<file path="src/rtl/table_fsm_pkg.sv">
// rtl/table_fsm_pkg.sv - entry layout helpers shared by the table FSM and its bench
package table_fsm_pkg;

  localparam int DEF_SW = 3;
  localparam int DEF_IW = 1;
  localparam int DEF_OW = 3;
  localparam int DEF_DW = 1 + DEF_SW + DEF_OW;

  // Entry word is {valid, next_state, out}, out in the LSBs.
  localparam int ENTRY_OUT_LO = 0;

  function automatic int entry_next_lo(input int ow);
    return ow;
  endfunction

  function automatic int entry_valid_pos(input int sw, input int ow);
    return sw + ow;
  endfunction

  function automatic logic [DEF_DW-1:0] pack_entry(
    input logic              valid,
    input logic [DEF_SW-1:0] next_state,
    input logic [DEF_OW-1:0] out
  );
    return {valid, next_state, out};
  endfunction

endpackage

</file>
<file path="src/rtl/table_fsm_table.sv">
// rtl/table_fsm_table.sv - transition table: sync write, comb read, clearable valid bits
module fsm_table #(
  parameter int AW = 4,
  parameter int DW = 7
) (
  input  logic          clk,
  input  logic          clr_i,
  input  logic          wr_en_i,
  input  logic [AW-1:0] wr_addr_i,
  input  logic [DW-1:0] wr_data_i,
  input  logic [AW-1:0] rd_addr_i,
  output logic [DW-1:0] rd_data_o
);

  localparam int DEPTH = 1 << AW;

  logic [DW-2:0]    mem_q [DEPTH];
  logic [DEPTH-1:0] valid_q;

  // Payload fields are deliberately not reset; only the valid bits are.
  always_ff @(posedge clk) begin
    if (wr_en_i && !clr_i) begin
      mem_q[wr_addr_i] <= wr_data_i[DW-2:0];
    end
  end

  always_ff @(posedge clk) begin
    if (clr_i) begin
      valid_q <= '0;
    end else if (wr_en_i) begin
      valid_q[wr_addr_i] <= wr_data_i[DW-1];
    end
  end

  assign rd_data_o = {valid_q[rd_addr_i], mem_q[rd_addr_i]};

endmodule

</file>
<file path="src/rtl/table_fsm.sv">
// rtl/table_fsm.sv - table-driven Moore-style FSM with sticky invalid-entry error flag
module table_fsm
  import table_fsm_pkg::*;
#(
  parameter int            SW        = 3,
  parameter int            IW        = 1,
  parameter int            OW        = 3,
  parameter logic [SW-1:0] RST_STATE = SW'(2),
  localparam int           AW        = SW + IW,
  localparam int           DW        = 1 + SW + OW
) (
  input  logic          clk,
  input  logic          reset,
  input  logic          run,
  input  logic [IW-1:0] a,
  input  logic          force_en,
  input  logic [SW-1:0] force_state,
  input  logic          wr_en,
  input  logic [AW-1:0] wr_addr,
  input  logic [DW-1:0] wr_data,
  output logic [SW-1:0] state,
  output logic [OW-1:0] saida,
  output logic          err
);

  localparam int V_POS   = entry_valid_pos(SW, OW);
  localparam int NEXT_LO = entry_next_lo(OW);

  logic [SW-1:0] state_q, state_d;
  logic [OW-1:0] saida_q, saida_d;
  logic          err_q, err_d;
  logic [DW-1:0] rd_word;

  fsm_table #(
    .AW(AW),
    .DW(DW)
  ) u_table (
    .clk      (clk),
    .clr_i    (reset),
    .wr_en_i  (wr_en),
    .wr_addr_i(wr_addr),
    .wr_data_i(wr_data),
    .rd_addr_i({a, state_q}),
    .rd_data_o(rd_word)
  );

  // Lookup uses the pre-edge table contents, so a same-cycle write only affects later steps.
  always_comb begin
    state_d = state_q;
    saida_d = saida_q;
    err_d   = err_q;
    if (force_en) begin
      state_d = force_state;
    end else if (run) begin
      if (rd_word[V_POS]) begin
        state_d = rd_word[NEXT_LO +: SW];
        saida_d = rd_word[ENTRY_OUT_LO +: OW];
      end else begin
        state_d = RST_STATE;
        err_d   = 1'b1;
      end
    end
  end

  always_ff @(posedge clk) begin
    if (reset) begin
      state_q <= RST_STATE;
      saida_q <= '0;
      err_q   <= 1'b0;
    end else begin
      state_q <= state_d;
      saida_q <= saida_d;
      err_q   <= err_d;
    end
  end

  assign state = state_q;
  assign saida = saida_q;
  assign err   = err_q;

endmodule
</file>
<file path="config.mk">
export PLATFORM = sky130hd
export DESIGN_NAME = table_fsm
export DESIGN_NICKNAME = d
export VERILOG_FILES = /design/src/rtl/table_fsm_pkg.sv /design/src/rtl/table_fsm_table.sv /design/src/rtl/table_fsm.sv
export SDC_FILE = /design/constraint.sdc
export NUM_CORES = 1
export LEC_CHECK = 0
export BUFFER_PORTS_ARGS = -buffer_cell sky130_fd_sc_hd__buf_4
export CAP_MARGIN = 20
export CORE_UTILIZATION = 34
export DETAILED_ROUTE_END_ITERATION = 8
export PLACE_DENSITY = 0.6
export SYNTH_ARGS = -nofsm -noshare
export SYNTH_HDL_FRONTEND = slang
export SYNTH_HIERARCHICAL = 1
export SYNTH_SLANG_ARGS = --single-unit
</file>
<file path="constraint.sdc">
create_clock -name clk -period 2.05 [get_ports clk]
set_input_delay 0.1025 -clock clk [delete_from_list [all_inputs] [get_ports clk]]
set_output_delay 0.1025 -clock clk [all_outputs]
set_load 0.01 [all_outputs]
</file>
==> impl_metrics.ini <==
[critical_path]
crit_family = simple AND/OR/NAND/NOR gates
path_cells = mux4_2 -> a22oi_1 -> nand2_1 -> or3b_1 -> a21oi_1
crit_required_ps = 2380
crit_path_max_incr_delay_ps = 520
cp_max_fo = 6
startpoint_type = flop
crit_buf_inv = 0
critPathKind = flop to flop
endpoint_kind = flop
cpMaxStageDelayCell = mux4_2
crit_arrival_ps = 2220

[layout]
layout.nets = 375
diodes = 0
area_growth_pct = 22.4
design_area_sq_um = 5990
drive_above_1_share_pct = 26.9
fillCellCount = 1234

[route]
dr.pass1.iters = 4
drtIter0Drc = 313
vias_per_cell = 5.13
wl_mm = 10.5
drc = 0
vias = 2810
wl_per_cell_microns = 19.2
drtAntennaViolNets = 0

[global_routing]
grt_antenna_before_repair = 0
grt_max_degree = 31
track_usage_pct = 15.8
overflow = 0
grt_pass1_vias = 2855
grt_pass1_wl_mm = 16.5

[yosys]
synth_top_family_by_area = multiplexers
async_reset_ff_share_pct = 0
ys_seq_area_share_pct = 68.4
synth_mux_area_share_pct = 14.4
synthXorXnorAreaFrac_pct = 0
yosys.area_share.simple_pct = 8.67
ys_types = 33
synthCells = 298
synth_adder_area_share_pct = 0
synthesis.nets = 318
ys.flop_type = edfxtp_1
synth_warnings = 6
synth_area_sq_um = 4890
synth_edf_count = 96
synth_compound_area_share_pct = 6.14
synth_area_per_cell_sq_um = 16.4
ys_ff_latch = 119

[power_and_ir_drop]
leakage_nw = 2.05
power_density_nw_per_um2 = 958
vdd_ir_drop_max_v = 0.000497

[timing]
slew_headroom_pct = 67.3
fin_crit_sh_pct = 91.9
post-route-min-period_ps = 1880
timing.fmax_mhz = 531
fin_ws_ps = 166
slew_violations = 0
setup_viol = 0
tns_ps = 0
clock_skew_ps = 10.4
hold_viol_final = 0
rsz0062_at_grt = false
worst_slew_pin_slew_ps = 490

[clock_network]
clk_pin_slew_ps = 50
insertion_delay_ps = 410
cts_sinks = 119
root_buffer = clkbuf_16
cts-buffers-inserted = 17
clockBufferDepth = 2
cts_tree = built
post_cts_buffers = 0
cts_max_level = 4

[floorplan]
die_area_sq_um = 14900
die_h_microns = 122
start_util_pct = 35.1
core-area_sq_um = 13900
die_x_microns = 122
num_io_pins = 27
rows = 43

[placed_design]
dp_hpwl_mm = 7.09
port_buffers = 26
gp_congestion = 0.775
post_dp_cell_area_sq_um = 5410
pre_cts_slack_ps = 74.0

[job]
maxCapViolCount = 0

[status]
status = complete, no violations

[worst_hold_path]
min_path_type = input port to flop
worst register-to-register path: stages (launching register included):
cell and delay (ps):
dfxtp_4 400, mux4_2 520, a22oi_1 200, nand2_1 140, or3b_1 400, a21oi_1 150
routing by layer:
| layer | global-route usage, % | wire, microns |
|---|---|---|
| met1 | 21.9 | 4890 |
| met2 | 22.8 | 4830 |
| met3 | 5.01 | 710 |
| met4 | 6.71 | 72 |
| met5 | 0 | 0 |
Yosys cell counts (2+ instances only):
| master | instances | area, sq um |
|---|---|---|
| clkbuf_1 | 10 | 37.5 |
| buf_2 | 3 | 15.0 |
| nand2b_1 | 12 | 75.1 |
| a22oi_1 | 14 | 105 |
| inv_1 | 2 | 7.51 |
| nor2_1 | 19 | 71.3 |
| mux4_1 | 12 | 315 |
| nand3b_1 | 2 | 15.0 |
| a21oi_1 | 18 | 90.1 |
| o21ai_0 | 16 | 80.1 |
| dfxtp_1 | 23 | 460 |
| buf_6 | 2 | 22.5 |
| mux2i_1 | 3 | 30.0 |
| nand4_1 | 4 | 25.0 |
| nor2b_1 | 5 | 31.3 |
| edfxtp_1 | 96 | 2880 |
| nand2_1 | 8 | 30.0 |
| a311oi_1 | 2 | 17.5 |
| or2_2 | 2 | 12.5 |
| mux4_2 | 16 | 360 |
| nand3_1 | 15 | 75.1 |
| and3b_1 | 3 | 26.3 |
cell usage in the layout (no fill, tap or decap), types with 2 or more instances in the layout:
master         Yosys  final
clkinv_2           0      3
mux2i_1            3      3
nand3_1           15     15
a21oi_1           18     18
a22oi_1           14     14
o21ai_0           16     16
a311oi_1           2      2
nand4_1            4      4
clkbuf_1          10      9
or2_2              2      2
inv_1              2      2
mux4_1            12     11
nand3b_1           2      2
nand2b_1          12     12
mux4_2            16     17
and3b_1            3      3
edfxtp_1          96     96
bufinv_16          0      2
nor2_1            19     19
clkbuf_16          0     17
nand2_1            8      8
buf_4              0     51
dlygate4sd3_1      0      3
dfxtp_1           23     21
nor2b_1            5      5
path summary, 6_finish.rpt:
check / from / to / slack (ps) / cells after the start
max: state[0] / err / 170 / 5
min reg2reg: saida[0] / saida[0] / 470 / 2
max reg2reg: state[0] / err / 170 / 5
min: wr_data[5] / u_table/mem_q[15][5] / 20 / 1
where the power goes:
part | switching [mW] | total [mW] | internal [mW]
clock | 0.937 | 2.75 | 1.81
combinational | 0.179 | 0.327 | 0.148
sequential | 0.0153 | 2.66 | 2.64
total | 1.13 | 5.73 | 4.60
state kept, by name, indices dropped and copies added, names as in the netlist:
register	cells
u_table/valid_q	16
state	3
saida	3
err	1
u_table/mem_q	96
what timing repair did:
| action | 4_1_cts | 5_1_grt |
|---|---|---|
| resized for setup | 0 | 3 |
| hold endpoints to repair | 12 | 0 |
| endpoints found under the setup margin | 0 | 1 |
| hold buffers | 3 | 0 |
area by class of cell:
type	instances	area [sq um]	area share, %
repair buffers	55	433	7.23
multi-input cells	160	1430	23.8
well taps	180	225	3.76
flip-flops and latches	119	3350	55.9
inverters	2	7.51	0.125
clock buffers	27	473	7.90
clock inverters	5	75.1	1.25
kinds of logic after synthesis:
kind of cell,count (synthesis)
flip-flops,119
AND/OR/NAND/NOR,78
AO/OA/AOI/OAI,51
multiplexers,31
buffers and inverters,19
per-stage QoR:
step | power, mW | util (%) | instances | hold WS [ps]
6_report | 5.73 | 43.0 | 548 | 19.9
2_1_floorplan | 2.89 | - | 298 | 201
5_1_grt | 5.92 | 43.0 | 548 | 21.4
3_5_place_dp | 3.03 | 38.8 | 513 | 357
4_1_cts | 5.79 | 43.0 | 548 | 11.4
3_3_place_gp | 3.02 | 38.8 | 513 | 354
No activity file was read; power rests on OpenSTA's default activity.
